`config.mk`:
```
export PLATFORM = sky130hd
export DESIGN_NAME = concat_stream
export DESIGN_NICKNAME = d
export VERILOG_FILES = /design/src/rtl/concat_stream.sv
export SDC_FILE = /design/constraint.sdc
export NUM_CORES = 1
export LEC_CHECK = 0
export ABC_AREA = 1
export ABC_CLOCK_PERIOD_IN_PS = 2300
export BUFFER_PORTS_ARGS = -buffer_cell sky130_fd_sc_hd__buf_2
export CAP_MARGIN = 20
export CORE_UTILIZATION = 44
export CTS_CLUSTER_SIZE = 12
export DETAILED_ROUTE_END_ITERATION = 12
export GPL_TIMING_DRIVEN = 0
export HOLD_SLACK_MARGIN = 0.06
export PLACE_DENSITY = 0.71
export SYNTH_ARGS = -nofsm -noshare
export SYNTH_HDL_FRONTEND = slang
export SYNTH_SLANG_ARGS = --single-unit
```
`constraint.sdc`:
```
create_clock -name clk -period 2.3 [get_ports clk]
set_input_delay 0.23 -clock clk [delete_from_list [all_inputs] [get_ports clk]]
set_output_delay 0.23 -clock clk [all_outputs]
set_load 0.1 [all_outputs]
```
`src/rtl/concat_stream.sv`:
```
// concat_stream: pairs words from two independent valid/ready input streams
// and emits them as one concatenated word on a valid/ready output.
//
// Each input channel has its own DEPTH-entry FIFO. When both FIFOs hold a word
// and the output register is free (or being drained this cycle), one word is
// popped from each and registered as a pair. Pairing is strictly in order.
//
// Parameters:
//   WIDTH     - bit width of each input word
//   DEPTH     - entries per input FIFO (power of two, >= 2)
//   FEAT_HIGH - 1: {feature, context2}; 0: {context2, feature}
//
// Ports:
//   clk, rst_n            - clock, asynchronous active-low reset
//   feat_valid/feat_ready - feature handshake, word on feature
//   ctx_valid/ctx_ready   - context handshake, word on context2
//   out_valid/out_ready   - output handshake, pair on concat_out
//   pair_count            - output-handshake counter (only with
//                           CONCAT_STREAM_STATS_EN defined)
//
// Optional feature macro: CONCAT_STREAM_STATS_EN
module concat_stream #(
  parameter int unsigned WIDTH     = 8,
  parameter int unsigned DEPTH     = 4,
  parameter int unsigned FEAT_HIGH = 1
) (
  input  logic               clk,
  input  logic               rst_n,
  input  logic               feat_valid,
  output logic               feat_ready,
  input  logic [WIDTH-1:0]   feature,
  input  logic               ctx_valid,
  output logic               ctx_ready,
  input  logic [WIDTH-1:0]   context2,
  output logic               out_valid,
  input  logic               out_ready,
  output logic [2*WIDTH-1:0] concat_out
`ifdef CONCAT_STREAM_STATS_EN
  ,
  output logic [15:0]        pair_count
`endif
);

  localparam int unsigned AW = $clog2(DEPTH);
  localparam int unsigned PW = AW + 1;
  localparam int unsigned OW = 2 * WIDTH;

  // FIFO storage and pointers (one extra pointer bit separates full from empty)
  logic [WIDTH-1:0] feat_mem_q [DEPTH];
  logic [WIDTH-1:0] ctx_mem_q  [DEPTH];
  logic [PW-1:0]    feat_wr_q, feat_wr_d, feat_rd_q, feat_rd_d;
  logic [PW-1:0]    ctx_wr_q,  ctx_wr_d,  ctx_rd_q,  ctx_rd_d;

  logic             feat_empty, feat_full, ctx_empty, ctx_full;
  logic             feat_push, ctx_push, pair_load;
  logic [WIDTH-1:0] feat_head, ctx_head;

  logic             out_valid_q, out_valid_d;
  logic [OW-1:0]    concat_q, concat_d;

  // Occupancy status from registered pointers only
  always_comb begin
    feat_empty = (feat_wr_q == feat_rd_q);
    feat_full  = (feat_wr_q[AW] != feat_rd_q[AW]) &&
                 (feat_wr_q[AW-1:0] == feat_rd_q[AW-1:0]);
    ctx_empty  = (ctx_wr_q == ctx_rd_q);
    ctx_full   = (ctx_wr_q[AW] != ctx_rd_q[AW]) &&
                 (ctx_wr_q[AW-1:0] == ctx_rd_q[AW-1:0]);
  end

  assign feat_ready = !feat_full;
  assign ctx_ready  = !ctx_full;
  assign out_valid  = out_valid_q;
  assign concat_out = concat_q;

  assign feat_head = feat_mem_q[feat_rd_q[AW-1:0]];
  assign ctx_head  = ctx_mem_q[ctx_rd_q[AW-1:0]];

  // Handshakes: load a pair when both heads exist and the output slot frees up
  always_comb begin
    feat_push = feat_valid && !feat_full;
    ctx_push  = ctx_valid && !ctx_full;
    pair_load = !feat_empty && !ctx_empty && (!out_valid_q || out_ready);
  end

  // Pointer next-state
  always_comb begin
    feat_wr_d = feat_wr_q;
    feat_rd_d = feat_rd_q;
    ctx_wr_d  = ctx_wr_q;
    ctx_rd_d  = ctx_rd_q;
    if (feat_push) feat_wr_d = feat_wr_q + PW'(1);
    if (ctx_push)  ctx_wr_d  = ctx_wr_q + PW'(1);
    if (pair_load) begin
      feat_rd_d = feat_rd_q + PW'(1);
      ctx_rd_d  = ctx_rd_q + PW'(1);
    end
  end

  // Output register next-state: load beats drain; stall holds everything
  always_comb begin
    out_valid_d = out_valid_q;
    concat_d    = concat_q;
    if (pair_load) begin
      out_valid_d = 1'b1;
      concat_d    = (FEAT_HIGH != 0) ? {feat_head, ctx_head} : {ctx_head, feat_head};
    end else if (out_ready) begin
      out_valid_d = 1'b0;
    end
  end

  // Control state
  always_ff @(posedge clk or negedge rst_n) begin
    if (!rst_n) begin
      feat_wr_q   <= '0;
      feat_rd_q   <= '0;
      ctx_wr_q    <= '0;
      ctx_rd_q    <= '0;
      out_valid_q <= 1'b0;
      concat_q    <= '0;
    end else begin
      feat_wr_q   <= feat_wr_d;
      feat_rd_q   <= feat_rd_d;
      ctx_wr_q    <= ctx_wr_d;
      ctx_rd_q    <= ctx_rd_d;
      out_valid_q <= out_valid_d;
      concat_q    <= concat_d;
    end
  end

  // FIFO data arrays; contents are don't-care while pointers say empty
  always_ff @(posedge clk) begin
    if (feat_push) feat_mem_q[feat_wr_q[AW-1:0]] <= feature;
    if (ctx_push)  ctx_mem_q[ctx_wr_q[AW-1:0]]   <= context2;
  end

`ifdef CONCAT_STREAM_STATS_EN
  logic [15:0] pair_count_q, pair_count_d;

  // Counts every output handshake, wrapping naturally at 16 bits
  always_comb begin
    pair_count_d = pair_count_q;
    if (out_valid_q && out_ready) pair_count_d = pair_count_q + 16'd1;
  end

  always_ff @(posedge clk or negedge rst_n) begin
    if (!rst_n) pair_count_q <= '0;
    else        pair_count_q <= pair_count_d;
  end

  assign pair_count = pair_count_q;
`endif

endmodule
```
==> results of run 1 <==
## metrics by stage
step | util, % | hold WS (ps) | cell area [um2] | cells
5_1_grt | 51.8 | 76.7 | 4810 | 615
4_1_cts | 51.8 | 68.2 | 4810 | 615
6_report | 51.8 | 77.5 | 4810 | 615
3_3_place_gp | 49.4 | 294 | 4590 | 598
3_5_place_dp | 49.4 | 304 | 4590 | 598
2_1_floorplan | - | -65.6 | 4230 | 430
## cell type report
class                      instances  area, um2
inverter                          85        322
multi-input combinational        236       1160
timing repair buffer              40        205
buffer                            16        100
sequential                        93       2650
clock inverter                     6       86.3
clock buffer                      10        128
fill                             849       4470
tap                              129        161
## state kept, by name, indices dropped and copies added (netlist names)
name,count
feat_mem_q,32
concat_out,16
ctx_mem_q,32
ctx_rd_q,3
feat_rd_q,3
feat_wr_q,3
out_valid,1
ctx_wr_q,3
## path summary, 6_finish.rpt
path	start	end	slack [ps]	depth (start not counted)
max	ctx_rd_q[0]	ctx_mem_q[3][2]	250	7
min	context2[5]	ctx_mem_q[1][5]	80	1
max reg2reg	ctx_rd_q[0]	ctx_mem_q[3][2]	250	7
min reg2reg	concat_out[6]	concat_out[6]	470	2
max in group asynchronous	rst_n	ctx_wr_q[1]	1420	2
min in group asynchronous	rst_n	feat_wr_q[0]	440	2
## kinds of logic after synthesis
logic type               synth area share [%]
adder cells (fa/ha/maj)                  2.96
buffers and inverters                    9.99
flip-flops                               62.7
AO/OA/AOI/OAI                           0.237
XOR/XNOR                                 2.05
AND/OR/NAND/NOR                          22.1
## cells in the mapped netlist (all sizes together)
library cell | n | area (um2)
nand2 | 146 | 553
inv | 85 | 322
edfxtp | 64 | 1920
nand3 | 39 | 210
dfrtp | 29 | 726
nand4 | 22 | 138
buf | 12 | 85.1
ha | 10 | 125
nor2 | 8 | 30.0
xnor2 | 6 | 60.1
clkbuf | 4 | 15.0
xor2 | 3 | 26.3
o21ai | 2 | 10.0
## per-layer routing
metal  global-route usage, %  part of all wire, %  routed length [um]
met5                       0                    0                   0
met4                    7.35                  1.6                 128
met3                    3.76                  5.9                 475
met2                    28.2                   46                3720
met1                    23.4                   46                3760
## worst max-delay path: stages (launching register included)
cell     delay [ps]
dfrtp_1         390
buf_6           170
inv_4            80
nand2_1          80
nand2_2          70
nand3_2         100
nand2_2         120
nor2_1          670
## timing repair
action,4_1_cts,5_1_grt
setup endpoints to repair,0,0
hold buffers,1,0
hold endpoints to repair,29,0
setup buffers,0,0
==> flow_summary.json, run 1 <==
{
  "floorplan.die_area_um2": 9990,
  "fmax_ghz": 0.489,
  "syn2layout_area_growth_pct": 14.0,
  "pre_cts_ws_ps": 243,
  "hold_violations": 0,
  "place_hpwl_mm": 5.58,
  "worst_setup_path_start_kind": "flip-flop",
  "crit_required_ps": 2280,
  "diodes": 0,
  "cts.clk_slew.worst_paths_ps": 90,
  "die_h_um": 100,
  "period_share_pct": 89.0,
  "setup_slack_ps": 253,
  "synth-seq-cells": 93,
  "netlist_area_um2": 4220,
  "drt_iter0_markers": 175,
  "dr.pass1.iters": 4,
  "antenna_found_initial": 0,
  "synth_cell_type_count": 19,
  "grt.total_usage_pct": 17.6,
  "clock_latency_ps": 360,
  "ys_warn_count": 0,
  "grt_pass1_wl_mm": 13.2,
  "slew_headroom_pct": 42.8,
  "wl_per_cell_um": 13.1,
  "drive_gt1_share_pct": 15.4,
  "clock-sinks": 93,
  "ios": 40,
  "syn_area_per_cell_um2": 9.82,
  "final_cell_mix": "nand2_1 (144), inv_1 (83), edfxtp_1 (64)",
  "num_vias": 2895,
  "max_cap_violations": 0,
  "ctsHtreeMaxLevel": 3,
  "crit_path_end_kind": "flip-flop",
  "tightest_slew_ps": 855,
  "fin_nets": 512,
  "setup_viol": 0,
  "via_per_inst": 4.71,
  "critPathKind": "flip-flop to flip-flop",
  "cp.arrival_ps": 2030,
  "status": "completed",
  "period_minus_slack_ps": 2050,
  "die_w_um": 100,
  "gp_congestion": 0.761,
  "initial_core_util_pct": 45.5,
  "numCtsBuffers": 9,
  "cts_resized": 0,
  "rsz0062_at_grt": "false",
  "row_count": 35,
  "cts_tree": "yes",
  "fin_skew_ps": 14.1,
  "ant_nets": 0,
  "root_buffer": "clkbuf_8",
  "fin_setup_tns_ps": 0,
  "synthCells": 430,
  "yosysSeqAreaShare_pct": 62.7,
  "grt_max_degree": 30,
  "synth_nets": 461,
  "crit_fanout": 10,
  "hp-class": "primary input to flip-flop",
  "grt_pass1_vias": 2717,
  "clockBufferDepth": 2,
  "grt_overflow": 0,
  "core_um2": 9280,
  "drt-total-wl_mm": 8.08,
  "slew_violations": 0,
  "drt_drc_violations_left": 0,
  "io_buffers": 39,
  "layout_commonest_cell": "nand2_1"
}
Power of run 1 is left out: the tool's default activity adds up to more than one toggle a clock period on the data nets, which glitch-free logic cannot reach.
==> inputs of run 2 (changes only) <==
--- a/config.mk
+++ b/config.mk
@@ -16,4 +16,5 @@
 export HOLD_SLACK_MARGIN = 0.06
 export PLACE_DENSITY = 0.71
+export SLEW_MARGIN = 20
 export SYNTH_ARGS = -nofsm -noshare
 export SYNTH_HDL_FRONTEND = slang
==> constraint.sdc (replaced) <==
create_clock -name clk -period 2.3 [get_ports clk]
set_input_delay 0.69 -clock clk [delete_from_list [all_inputs] [get_ports clk]]
set_output_delay 0.69 -clock clk [all_outputs]
set_load 0.1 [all_outputs]
==> flow_summary.json, run 2 (synthesis results as in run 1) <==
{
  "drt-total-wl_mm": 8.14,
  "clockBufferDepth": 2,
  "grt_overflow": 0,
  "floorplan.die_area_um2": 9990,
  "slew_violations": 0,
  "row_count": 35,
  "dr.pass1.iters": 4,
  "setup_viol": 0,
  "hold_violations": 0,
  "pre_cts_ws_ps": 243,
  "crit_fanout": 10,
  "io_buffers": 39,
  "rsz0062_at_grt": "false",
  "fin_skew_ps": 8.93,
  "ctsHtreeMaxLevel": 3,
  "period_share_pct": 96.9,
  "cts.clk_slew.worst_paths_ps": 90,
  "core_um2": 9280,
  "path_delay_family": "buffers and inverters",
  "crit_required_ps": 1610,
  "status": "completed",
  "worst_setup_path_start_kind": "flip-flop",
  "grt.total_usage_pct": 17.6,
  "via_per_inst": 4.72,
  "crit_path_end_kind": "output pin",
  "fin_nets": 512,
  "initial_core_util_pct": 45.5,
  "cp.buffers_inverters": 3,
  "cts_tree": "yes",
  "drt_iter0_markers": 147,
  "num_vias": 2900,
  "cp.arrival_ps": 1540,
  "placed_cells": 598,
  "hp-class": "primary input to asynchronous set/reset pin",
  "drt_drc_violations_left": 0,
  "grt_max_degree": 30,
  "crit_chain": "buf_6 -> inv_4 -> nand2_1 -> nand2_2 -> nand3_4 -> buf_12",
  "grt_pass1_vias": 2722,
  "fillers": 850,
  "place_hpwl_mm": 5.58,
  "slew_headroom_pct": 44.6,
  "max_cap_violations": 0,
  "grt_pass1_wl_mm": 13.2,
  "numCtsBuffers": 9,
  "die_w_um": 100,
  "root_buffer": "clkbuf_8",
  "drive_gt1_share_pct": 15.6,
  "setup_slack_ps": 70.2,
  "clock_latency_ps": 350,
  "period_minus_slack_ps": 2230,
  "fmax_ghz": 0.448,
  "max_stage_delay_ps": 410,
  "syn2layout_area_growth_pct": 14.5,
  "final_cell_mix": "nand2_1 (144), inv_1 (83), edfxtp_1 (64)",
  "gp_congestion": 0.761,
  "layout_commonest_cell": "nand2_1",
  "slowest_stage": "dfrtp_1",
  "fin_setup_tns_ps": 0,
  "critPathKind": "flip-flop to output pin",
  "ant_nets": 0,
  "antenna_found_initial": 0,
  "ios": 40,
  "diodes": 0,
  "wl_per_cell_um": 13.2,
  "die_h_um": 100,
  "layout.cells.non_filler": 615,
  "tightest_slew_ps": 828,
  "clock-sinks": 93
}
-- run 2: changes by cell type in the layout (fill, tap and decap cells not counted), sizes merged --
| cell | change |
|---|---|
| buf | +1 |
| dlygate4sd3 | -1 |
-- run 2: what timing repair did --
action,in CTS,in global routing
buffers inserted,0,1
resized for setup,2,4
endpoints found under the setup margin,2,1
hold buffers,0,0
-- run 2: worst paths after layout --
check | from | endpoint | slack [ps] | cells after the start
max | ctx_rd_q[0] | ctx_ready | 70 | 6
min | rst_n | feat_wr_q[0] | 360 | 1
max reg2reg | ctx_rd_q[0] | ctx_mem_q[1][2] | 210 | 7
min reg2reg | concat_out[6] | concat_out[6] | 470 | 2
max in group asynchronous | rst_n | ctx_wr_q[1] | 1500 | 1
min in group clk | concat_out[6] | concat_out[6] | 470 | 2
-- run 2: cell type report --
class / instances / area (um2) / area share (%)
well taps: 129 / 161 / 3.34
clock inverters: 6 / 86.3 / 1.79
inverters: 85 / 322 / 6.65
clock buffers: 10 / 128 / 2.64
multi-input cells: 236 / 1170 / 24.2
repair buffers: 40 / 220 / 4.55
plain buffers: 16 / 100 / 2.07
flip-flops and latches: 93 / 2650 / 54.8
-- run 2: worst register-to-register path: stages (launching register included) --
cell	delay (ps)
dfrtp_1	390
buf_6	170
inv_4	80
nand2_1	80
nand2_2	80
nand3_4	120
nand2_2	130
nor2_1	660
-- run 2: metrics by stage --
step	area [um2]	hold WS, ps	util, %
2_1_floorplan	4230	394	-
4_1_cts	4810	375	51.8
5_1_grt	4830	404	52.1
3_3_place_gp	4590	450	49.4
6_report	4830	359	52.1
3_5_place_dp	4590	456	49.4
-- run 2: layer usage --
layer	vias to the layer above	track usage, %	part of all wire [%]
li1	1453	-	-
met1	1358	23.4	46
met2	83	28.3	48
met3	6	3.83	4.9
met4	0	7.35	0.95
met5	-	0	0
Power of run 2 is left out for the same reason.
==> inputs of run 3 (changes only) <==
- CORE_ASPECT_RATIO: default -> 0.7
==> flow_summary.json, run 3 (synthesis results as in run 1) <==
{
  "initial_core_util_pct": 46.0,
  "crit_fanout": 10,
  "final_cell_mix": "nand2_1 (144), inv_1 (83), edfxtp_1 (64)",
  "fin_setup_tns_ps": 0,
  "ctsHtreeMaxLevel": 3,
  "cp.arrival_ps": 1550,
  "crit_path_end_kind": "output pin",
  "hp-class": "primary input to asynchronous set/reset pin",
  "wl_per_cell_um": 13.4,
  "top_layer": "met4",
  "grt_pass1_wl_mm": 13.6,
  "max_stage_delay_ps": 420,
  "diodes": 0,
  "root_buffer": "clkbuf_16",
  "grt_max_degree": 30,
  "dr.pass1.iters": 4,
  "drive_gt1_share_pct": 15.9,
  "drt-total-wl_mm": 8.15,
  "period_share_pct": 97.6,
  "core_um2": 9180,
  "slowest_stage": "dfrtp_1",
  "wl_met2_mm": 3.74,
  "die_h_um": 84.0,
  "status": "completed",
  "drt_iter0_markers": 219,
  "place_hpwl_mm": 5.70,
  "fin_nets": 511,
  "cp.buffers_inverters": 2,
  "clock_latency_ps": 340,
  "clock-sinks": 93,
  "post_cts_buffers": 0,
  "io_buffers": 39,
  "ant_nets": 0,
  "setup_viol": 0,
  "numCtsBuffers": 9,
  "grt.total_usage_pct": 17.8,
  "clockBufferDepth": 2,
  "gp_congestion": 0.778,
  "slew_headroom_pct": 43.0,
  "antenna_found_initial": 0,
  "period_minus_slack_ps": 2240,
  "path_delay_family": "buffers and inverters",
  "crit_chain": "buf_6 -> xnor2_2 -> nand3_2 -> buf_4",
  "layout_commonest_cell": "nand2_1",
  "drt_drc_violations_left": 0,
  "floorplan.die_area_um2": 10000,
  "dr_wl_met3_um": 413,
  "crit_required_ps": 1610,
  "met1_length_mm": 3.90,
  "fmax_ghz": 0.446,
  "max_cap_violations": 0,
  "hold_violations": 0,
  "ios": 40,
  "syn2layout_area_growth_pct": 16.1,
  "fin_skew_ps": 7.16,
  "rsz0062_at_grt": "false",
  "slew_violations": 0,
  "cts_tree": "yes",
  "worst_setup_path_start_kind": "flip-flop",
  "tightest_slew_ps": 852,
  "critPathKind": "flip-flop to output pin",
  "cts.clk_slew.worst_paths_ps": 60,
  "grt_pass1_vias": 2830,
  "die_w_um": 119,
  "num_vias": 2902,
  "via_per_inst": 4.77,
  "row_count": 29,
  "grt_overflow": 0
}
-- run 3: cell types whose count changed in the layout (fill, tap and decap cells not counted), moves of 2 or more --
cell / before / now
inv_6: 2 / 0
clkinvlp_4: 0 / 2
clkbuf_16: 0 / 9
clkbuf_8: 9 / 2
-- run 3: area by class of cell --
class,count,area (um2)
buffer,16,100
clock buffer,11,253
clock inverter,5,58.8
fill,778,4280
inverter,85,322
multi-input combinational,236,1160
sequential,93,2650
tap,124,155
timing repair buffer,39,204
-- run 3: layer usage --
layer,vias up,GRT usage (%)
met3,10,4.51
met1,1364,25.0
met2,71,27.0
li1,1457,-
met4,0,5.98
met5,-,0
-- run 3: per-stage QoR --
stage          setup WS, ps  utilization (%)  instances  instance area [um2]  hold slack [ps]
2_1_floorplan           175                -        430                 4230              394
3_3_place_gp            235             49.9        593                 4580              453
3_5_place_dp            203             49.9        593                 4580              458
4_1_cts                58.2             53.4        609                 4900              403
5_1_grt                7.05             53.4        609                 4900              430
6_report               55.6             53.4        609                 4900              386
-- run 3: timing repair --
| action | CTS | global route |
|---|---|---|
| gates resized for setup | 2 | 1 |
| hold buffers | 0 | 0 |
| cloned | 0 | 0 |
| endpoints found under the setup margin | 2 | 1 |
-- run 3: final timing paths --
path | start | endpoint | cells after the start | slack, ps
max in group asynchronous | rst_n | ctx_rd_q[1] | 1 | 1480
worst min register to register | concat_out[0] | concat_out[0] | 2 | 470
worst max register to register | feat_rd_q[0] | feat_mem_q[3][4] | 5 | 170
worst min-delay path | rst_n | feat_wr_q[1] | 1 | 390
min in group clk | concat_out[0] | concat_out[0] | 2 | 470
worst max-delay path | feat_rd_q[0] | feat_ready | 4 | 60
Power of run 3 is left out for the same reason.
